**config.mk**
```make
export PLATFORM = sky130hd
export DESIGN_NAME = conv_filter
export DESIGN_NICKNAME = d
export VERILOG_FILES = /design/src/rtl/conv_filter.sv
export SDC_FILE = /design/constraint.sdc
export NUM_CORES = 1
export LEC_CHECK = 0
export BUFFER_PORTS_ARGS = -buffer_cell sky130_fd_sc_hd__buf_4
export CAP_MARGIN = 20
export CORE_UTILIZATION = 59
export DETAILED_ROUTE_END_ITERATION = 10
export GPL_ROUTABILITY_DRIVEN = 0
export GPL_TIMING_DRIVEN = 0
export PLACE_DENSITY = 0.78
export SLEW_MARGIN = 10
export SYNTH_ARGS = -nofsm -noshare
export SYNTH_HDL_FRONTEND = slang
export SYNTH_SLANG_ARGS = --single-unit
```
**constraint.sdc**
```tcl
create_clock -name i_clk -period 6.26 [get_ports i_clk]
set_input_delay 0.626 -clock i_clk [delete_from_list [all_inputs] [get_ports i_clk]]
set_output_delay 0.626 -clock i_clk [all_outputs]
set_load 0.005 [all_outputs]
```
**src/rtl/conv_filter.sv**
```systemverilog
// 3x3 convolution filter: box / gaussian / sobel / passthrough kernels in a
// 3-stage pipeline, with per-frame mode latching and line/frame position flags.
module conv_filter #(
    parameter int LINE_WIDTH  = 512,
    parameter int FRAME_LINES = 510
) (
    input  logic        i_clk,
    input  logic        i_rst,
    input  logic [71:0] i_pixel_data,
    input  logic        i_pixel_valid,
    input  logic [1:0]  i_mode,
    output logic [7:0]  o_convolved_data,
    output logic        o_convolved_valid,
    output logic        o_line_end,
    output logic        o_frame_done
);
    localparam int CW = (LINE_WIDTH  > 1) ? $clog2(LINE_WIDTH)  : 1;
    localparam int LW = (FRAME_LINES > 1) ? $clog2(FRAME_LINES) : 1;
    localparam logic [CW-1:0] COL_LAST  = CW'(LINE_WIDTH - 1);
    localparam logic [LW-1:0] LINE_LAST = LW'(FRAME_LINES - 1);

    typedef enum logic {F_IDLE, F_ACTIVE} fstate_t;

    fstate_t           state, state_nxt;
    logic [1:0]        act_mode, act_mode_nxt, mode_in;
    logic              latch, last_px;
    logic [CW-1:0]     col;
    logic [LW-1:0]     line;

    logic [8:0][7:0]   win;
    logic [8:0][11:0]  wz;
    logic [3:0][11:0]  part_c, s1_part;
    logic [3:1]        vld_pipe;
    logic [2:1][1:0]   mode_pipe;
    logic signed [11:0] gx, gy;
    logic [11:0]       agx, agy, sum_c, s2_sum;
    logic [7:0]        res_c;

    assign win = i_pixel_data;

    // A window arriving while idle, or alongside the frame's last pixel, opens a new frame.
    assign last_px = o_convolved_valid && (col == COL_LAST) && (line == LINE_LAST);
    assign latch   = i_pixel_valid && ((state == F_IDLE) || last_px);
    assign mode_in = latch ? i_mode : act_mode;

    always_comb begin
        state_nxt    = state;
        act_mode_nxt = act_mode;
        if (latch) begin
            state_nxt    = F_ACTIVE;
            act_mode_nxt = i_mode;
        end else if (last_px) begin
            state_nxt = F_IDLE;
        end
    end

    // S1 partial terms; sobel keeps the four one-sided gradient halves.
    always_comb begin
        for (int k = 0; k < 9; k++) wz[k] = {4'b0, win[k]};
        part_c = '0;
        case (mode_in)
            2'd0: begin
                part_c[0] = wz[0] + wz[1] + wz[2];
                part_c[1] = wz[3] + wz[4] + wz[5];
                part_c[2] = wz[6] + wz[7] + wz[8];
            end
            2'd1: begin
                part_c[0] = wz[0] + (wz[1] << 1) + wz[2];
                part_c[1] = (wz[3] << 1) + (wz[4] << 2) + (wz[5] << 1);
                part_c[2] = wz[6] + (wz[7] << 1) + wz[8];
            end
            2'd2: begin
                part_c[0] = wz[2] + (wz[5] << 1) + wz[8];
                part_c[1] = wz[0] + (wz[3] << 1) + wz[6];
                part_c[2] = wz[6] + (wz[7] << 1) + wz[8];
                part_c[3] = wz[0] + (wz[1] << 1) + wz[2];
            end
            default: part_c[0] = wz[4];
        endcase
    end

    always_comb begin
        gx  = s1_part[0] - s1_part[1];
        gy  = s1_part[2] - s1_part[3];
        agx = gx[11] ? 12'(-gx) : 12'(gx);
        agy = gy[11] ? 12'(-gy) : 12'(gy);
        case (mode_pipe[1])
            2'd2:    sum_c = agx + agy;
            2'd3:    sum_c = s1_part[0];
            default: sum_c = s1_part[0] + s1_part[1] + s1_part[2];
        endcase
    end

    always_comb begin
        case (mode_pipe[2])
            2'd0:    res_c = 8'(s2_sum / 12'd9);
            2'd1:    res_c = 8'(s2_sum >> 4);
            2'd2:    res_c = (s2_sum > 12'd255) ? 8'hFF : 8'(s2_sum);
            default: res_c = 8'(s2_sum);
        endcase
    end

    // Data registers only load behind a valid so bubbles leave the output untouched.
    always_ff @(posedge i_clk) begin
        if (i_rst) begin
            vld_pipe         <= '0;
            mode_pipe        <= '0;
            s1_part          <= '0;
            s2_sum           <= '0;
            o_convolved_data <= '0;
        end else begin
            vld_pipe <= {vld_pipe[2:1], i_pixel_valid};
            if (i_pixel_valid) begin
                mode_pipe[1] <= mode_in;
                s1_part      <= part_c;
            end
            if (vld_pipe[1]) begin
                mode_pipe[2] <= mode_pipe[1];
                s2_sum       <= sum_c;
            end
            if (vld_pipe[2]) o_convolved_data <= res_c;
        end
    end

    assign o_convolved_valid = vld_pipe[3];
    assign o_line_end        = o_convolved_valid && (col == COL_LAST);

    always_ff @(posedge i_clk) begin
        if (i_rst) begin
            state        <= F_IDLE;
            act_mode     <= '0;
            col          <= '0;
            line         <= '0;
            o_frame_done <= 1'b0;
        end else begin
            state        <= state_nxt;
            act_mode     <= act_mode_nxt;
            o_frame_done <= last_px;
            if (o_convolved_valid) begin
                if (col == COL_LAST) begin
                    col  <= '0;
                    line <= (line == LINE_LAST) ? '0 : line + 1'b1;
                end else begin
                    col <= col + 1'b1;
                end
            end
        end
    end
endmodule

```
==> results.json, run 1 <==
{
  "final_cell_mix": "a21oi_1, ha_1, nor2_1",
  "ff_latch_area_um2": 1800,
  "dr_wl_met3_mm": 1.85,
  "start_kind": "register",
  "drtPass1Iterations": 5,
  "nFillCells": 1480,
  "wl_met2_mm": 13.6,
  "required_ns": 6.52,
  "synth.avg_cell_area_um2": 8.46,
  "drtAntennaViolNets": 0,
  "grt_overflow_total": 0,
  "syn-cell-area_um2": 11100,
  "r2r_start": "s1_part[1]",
  "layout-drive-gt1-share": 0.106,
  "gr-usage-all-layers": 0.315,
  "finalHoldViolCount": 0,
  "skew_ns": 0.0118,
  "dpl_worst_slack_ns": 0.730,
  "cts_hold_buffers": 0,
  "area_growth_pct": 11.2,
  "syn_inst": 1309,
  "synth_flop_cell": "dfxtp_1",
  "fmax_mhz": 180,
  "grt_pass1_wl_mm": 48.9,
  "cp-startpoint": "s1_part[1]",
  "seq_area_frac_synth": 0.163,
  "die_h_um": 139,
  "post_drt_via_cell_ratio": 6.13,
  "period_minus_slack_ns": 5.56,
  "topRoutingLayerUsed": "met4",
  "initial_core_util": 0.608,
  "multi_input_comb_area_um2": 8660,
  "fp.dieArea_um2": 19300,
  "drt_wl_total_mm": 29.5,
  "worst_pin_slew_ns": 1.02,
  "drc": 0,
  "hold_class": "reg -> reg",
  "dpl-instance-area_um2": 12000,
  "antenna_cells": 0,
  "synth-async-reset-ratio": 0,
  "drtIter0Drc": 893,
  "cts_resized": 0,
  "fin_crit_sh": 0.888,
  "p_per_area_nw_per_um2": 352,
  "numCtsBuffers": 9,
  "cts_tree": "built",
  "h-tree-depth": 3,
  "yosys_warnings": 0,
  "clkPwrFrac": 0.126,
  "crit_arrival_ns": 5.81,
  "clk_latency_ns": 0.35,
  "seqPwrFrac": 0.157,
  "layout_setup_ws_ns": 0.702,
  "status": "completed",
  "power.leakage_nw": 5.24,
  "cap_viol_max_count": 0,
  "grt_max_degree": 20,
  "rsz0062_at_grt": "no",
  "routedWlPerCell_um": 18.0,
  "synth_edf_count": 0,
  "internal-power_w": 0.00225,
  "antenna_found_initial": 0,
  "detailed_place_hpwl_mm": 25.0,
  "row_count": 49,
  "grt_pass1_vias": 9927,
  "cp_max_fo": 10,
  "tns_ns": 0,
  "switchingPower_w": 0.00209,
  "fp.dieW_um": 139,
  "maxSlewHeadroom": 0.303,
  "min_from": "o_convolved_data[3]",
  "ys_seq_elements": 90,
  "vdd_drop_max_v": 0.000215,
  "met1_length_mm": 13.2,
  "synthesis.nets": 1582,
  "combinationalPowerShare": 0.718,
  "post_cts_buffers": 0,
  "maxSlewViolCount": 0,
  "port_buffers": 86,
  "cts_root_buffer": "clkbuf_16",
  "yosysUniqueCellTypes": 87,
  "endpoint_kind": "register",
  "dr_total_vias": 10100,
  "pin_count": 88,
  "fp.coreArea_um2": 18200,
  "path_clk_slew_ns": 0.08,
  "cts_sinks": 90,
  "final_area_um2": 12300,
  "switching_share": 0.481,
  "nets": 1680,
  "cts_buffer_depth": 2,
  "finalPower_w": 0.00434,
  "setup_viol": 0,
  "critPathKind": "reg -> reg"
}
## power groups by stage
| stage | sequential (W) | clock, W | combinational (W) |
|---|---|---|---|
| finish | 0.000679 | 0.000546 | 0.00311 |
| global route | 0.000688 | 0.000574 | 0.00347 |
| CTS | 0.000679 | 0.000553 | 0.00307 |
| detailed placement | 0.000692 | 0 | 0.00305 |
| global placement | 0.000691 | 0 | 0.00298 |
| floorplan | 0.000673 | 0 | 0.00234 |
## stage by stage
stage	utilization	instances	hold slack, ns
final	0.677	1641	0.475
after detailed placement	0.660	1624	0.450
after CTS	0.676	1640	0.478
after global placement	0.660	1624	0.440
after floorplan	-	1309	0.425
after global routing	0.677	1641	0.493
## synthesized netlist by cell type, drive strengths merged (15+ instances only)
| library cell | n | area, um^2 |
|---|---|---|
| dfxtp | 90 | 1800 |
| o21ai | 51 | 255 |
| a21o | 23 | 173 |
| inv | 91 | 342 |
| nor2b | 20 | 135 |
| buf | 17 | 124 |
| a21oi | 116 | 584 |
| fa | 81 | 1620 |
| a22o | 23 | 201 |
| clkbuf | 36 | 135 |
| xor2 | 26 | 235 |
| o211ai | 23 | 173 |
| o21a | 15 | 113 |
| o21bai | 30 | 225 |
| xnor2 | 77 | 682 |
| nor2 | 116 | 445 |
| nand2b | 21 | 131 |
| mux2i | 17 | 170 |
| ha | 115 | 1440 |
| nor3 | 26 | 130 |
| nand2 | 98 | 368 |
| a211oi | 20 | 160 |
## path summary, 6_finish.rpt
kind	endpoint	slack [ns]	depth (start not counted)
min	o_convolved_data[3]	0.48	2
min reg2reg	o_convolved_data[3]	0.48	2
max	s2_sum[11]	0.70	24
max reg2reg	s2_sum[11]	0.70	24
## worst max-delay path, cell delays in order (launching register included)
cell and delay, ns:
dfxtp_1 0.49, ha_1 0.28, nor2b_1 0.12, o21ai_1 0.14
a21oi_1 0.10, o21ai_0 0.21, a21boi_0 0.16, o21ai_0 0.27
a21boi_0 0.21, o2111ai_1 0.25, and2_1 0.16, clkbuf_1 0.31
o21ai_0 0.23, ha_1 0.34, a21o_1 0.16, a21oi_1 0.21
o21bai_1 0.09, a21oi_1 0.23, o21bai_1 0.09, a21oi_1 0.24
o21bai_1 0.09, a21oi_1 0.26, o211ai_1 0.16, or4_1 0.41
a311oi_1 0.25
## cells by family after synthesis
| family | Yosys count | synth area share |
|---|---|---|
| muxes | 27 | 0.0296 |
| AOI/OAI and AO/OA | 381 | 0.231 |
| and+or+nand+nor | 363 | 0.159 |
| buffers and inverters | 147 | 0.0552 |
| adders and majority gates | 197 | 0.277 |
| DFF | 90 | 0.163 |
| xor gates and xnor gates | 104 | 0.0848 |
## flip-flops by register name, indices dropped and copies added (netlist names)
name	count
act_mode	2
col	9
line	9
mode_pipe	4
o_convolved_data	8
o_frame_done	1
s1_part	41
s2_sum	12
state	1
vld_pipe	3
## layer usage
layer | global-route usage | vias to the layer above
li1 | - | 4858
met1 | 0.429 | 4759
met3 | 0.0321 | 52
met5 | 0 | -
met4 | 0.0994 | 0
met2 | 0.527 | 383
## area by class of cell
type / instances / area share
Multi-Input combinational cell: 1072 / 0.703
Buffer: 53 / 0.0210
Clock inverter: 7 / 0.00660
Inverter: 94 / 0.0286
Clock buffer: 9 / 0.0183
Timing Repair Buffer: 87 / 0.0528
Tap cell: 229 / 0.0233
Sequential cell: 90 / 0.146
Note: power is estimated with default switching activity, not from simulation.
==> run 2: changes to the inputs <==
GPL_ROUTABILITY_DRIVEN = unset   (was 0)
clock period = 6.6 ns   (was 6.26 ns; I/O delays follow)
==> run 2 against run 1 <==
Net effect: via count grew 0.16%; routed wire length is 3.6% higher; die area is the same; power shrank 4.9%; worst hold slack hardly changed; core utilization fell by 0.062 points; cell count is the same; clock skew grew 0.0021 ns; cell area about the same; worst setup slack improved by 0.28 ns; critical path type unchanged; largest cell class unchanged; largest power group unchanged.
==> results.json, run 2 (synthesis results as in run 1) <==
{
  "status": "completed",
  "detailed_place_hpwl_mm": 25.5,
  "numCtsBuffers": 9,
  "start_kind": "register",
  "fin_crit_sh": 0.851,
  "cts_root_buffer": "clkbuf_16",
  "cts_sinks": 90,
  "hold_class": "reg -> reg",
  "initial_core_util": 0.608,
  "die_h_um": 139,
  "path_clk_slew_ns": 0.07,
  "row_count": 49,
  "drt_wl_total_mm": 30.5,
  "grt_pass1_wl_mm": 50.1,
  "dr_total_vias": 10100,
  "drtIter0Drc": 762,
  "clkPwrFrac": 0.124,
  "grt_pass1_vias": 9882,
  "grt_overflow_total": 0,
  "nFillCells": 1540,
  "dr_wl_met3_mm": 1.79,
  "fp.dieArea_um2": 19300,
  "whs_ns": 0.476,
  "critPathKind": "reg -> reg",
  "h-tree-depth": 3,
  "fmax_mhz": 178,
  "cp_max_fo": 6,
  "skew_ns": 0.0139,
  "rsz0062_at_grt": "no",
  "required_ns": 6.86,
  "final_area_um2": 12300,
  "vdd_drop_max_v": 0.000199,
  "met1_length_mm": 13.8,
  "switching_share": 0.484,
  "cts_tree": "built",
  "largest_reg_flops": 41,
  "gr-usage-all-layers": 0.325,
  "power.leakage_nw": 5.23,
  "area_growth_pct": 11.1,
  "layout-drive-gt1-share": 0.106,
  "seqPwrFrac": 0.157,
  "crit_arrival_ns": 5.87,
  "worst_pin_slew_ns": 0.996,
  "pin_count": 88,
  "top_register": "s1_part",
  "p_per_area_nw_per_um2": 335,
  "dpl-instance-area_um2": 12000,
  "maxSlewViolCount": 0,
  "post_cts_buffers": 0,
  "final_cell_mix": "a21oi_1, ha_1, nor2_1",
  "endpoint_kind": "register",
  "top_regs": "s1_part: 41 flops, s2_sum: 12 flops",
  "antenna_cells": 0,
  "setup_viol": 0,
  "finalHoldViolCount": 0,
  "cap_viol_max_count": 0,
  "internal-power_w": 0.00213,
  "fp.dieW_um": 139,
  "post_drt_via_cell_ratio": 6.14,
  "clk_latency_ns": 0.35,
  "maxSlewHeadroom": 0.317,
  "nets": 1680,
  "switchingPower_w": 0.00200,
  "drtPass1Iterations": 5,
  "topRoutingLayerUsed": "met4",
  "cts_hold_buffers": 0,
  "cts_resized": 0,
  "wl_met2_mm": 14.2,
  "routedWlPerCell_um": 18.6,
  "cts_buffer_depth": 2,
  "grt_max_degree": 19,
  "combinationalPowerShare": 0.720,
  "fp.coreArea_um2": 18200,
  "place_congestion": 0.932,
  "drc": 0,
  "drtAntennaViolNets": 0,
  "tns_ns": 0,
  "port_buffers": 86,
  "antenna_found_initial": 0,
  "period_minus_slack_ns": 5.62
}
## run 2: worst paths after layout
kind	slack (ns)	end	cells after the start	from
setup / recovery	0.98	s2_sum[11]	25	s1_part[25]
hold reg to reg	0.48	s1_part[45]	2	s1_part[45]
hold / removal	0.48	s1_part[45]	2	s1_part[45]
setup reg to reg	0.98	s2_sum[11]	25	s1_part[25]
## run 2: stage by stage
step	instances	total power, W	worst slack (ns)	util
floorplan	1309	0.00286	1.82	-
global placement	1624	0.00350	1.17	0.660
global route	1641	0.00447	0.315	0.676
CTS	1641	0.00409	0.982	0.676
finish	1641	0.00413	0.983	0.676
detailed placement	1625	0.00356	1.02	0.660
## run 2: power groups by stage
stage / Combinational (W) / Sequential [W] / Clock [W]
after detailed placement: 0.00290 / 0.000658 / 0
after floorplan: 0.00222 / 0.000638 / 0
after global placement: 0.00284 / 0.000656 / 0
final: 0.00297 / 0.000647 / 0.000510
after CTS: 0.00293 / 0.000646 / 0.000514
after global routing: 0.00328 / 0.000653 / 0.000538
## run 2: layout make-up
class / count / area [um^2] / area share
multi-input combinational: 1072 / 8660 / 0.704
sequential: 90 / 1800 / 0.146
timing repair buffer: 87 / 653 / 0.0531
inverter: 94 / 353 / 0.0287
tap: 229 / 287 / 0.0233
buffer: 53 / 259 / 0.0210
clock buffer: 9 / 225 / 0.0183
clock inverter: 7 / 67.6 / 0.00549
## run 2: critical path, stage by stage (launching register included)
cell and delay, ns:
dfxtp_1 0.46, ha_1 0.28, nor2b_1 0.12, o21ai_0 0.19, a21boi_0 0.15, o21ai_0 0.27
a21boi_0 0.17, o21ai_0 0.16, nand2b_1 0.10, a21o_1 0.19, a21o_1 0.24, a21oi_1 0.41
nand2_1 0.09, o21ai_0 0.17, ha_1 0.31, a21o_1 0.16, a21oi_1 0.23, o21bai_1 0.09
a21oi_1 0.22, o21bai_1 0.09, a21oi_1 0.23, o21bai_1 0.10, a21oi_1 0.27, o211ai_1 0.15
or4_1 0.40, a311oi_1 0.27
## run 2: layer usage
| metal | global-route usage | vias to the layer above |
|---|---|---|
| li1 | - | 4866 |
| met1 | 0.444 | 4780 |
| met5 | 0 | - |
| met2 | 0.539 | 361 |
| met4 | 0.0988 | 0 |
| met3 | 0.0376 | 61 |
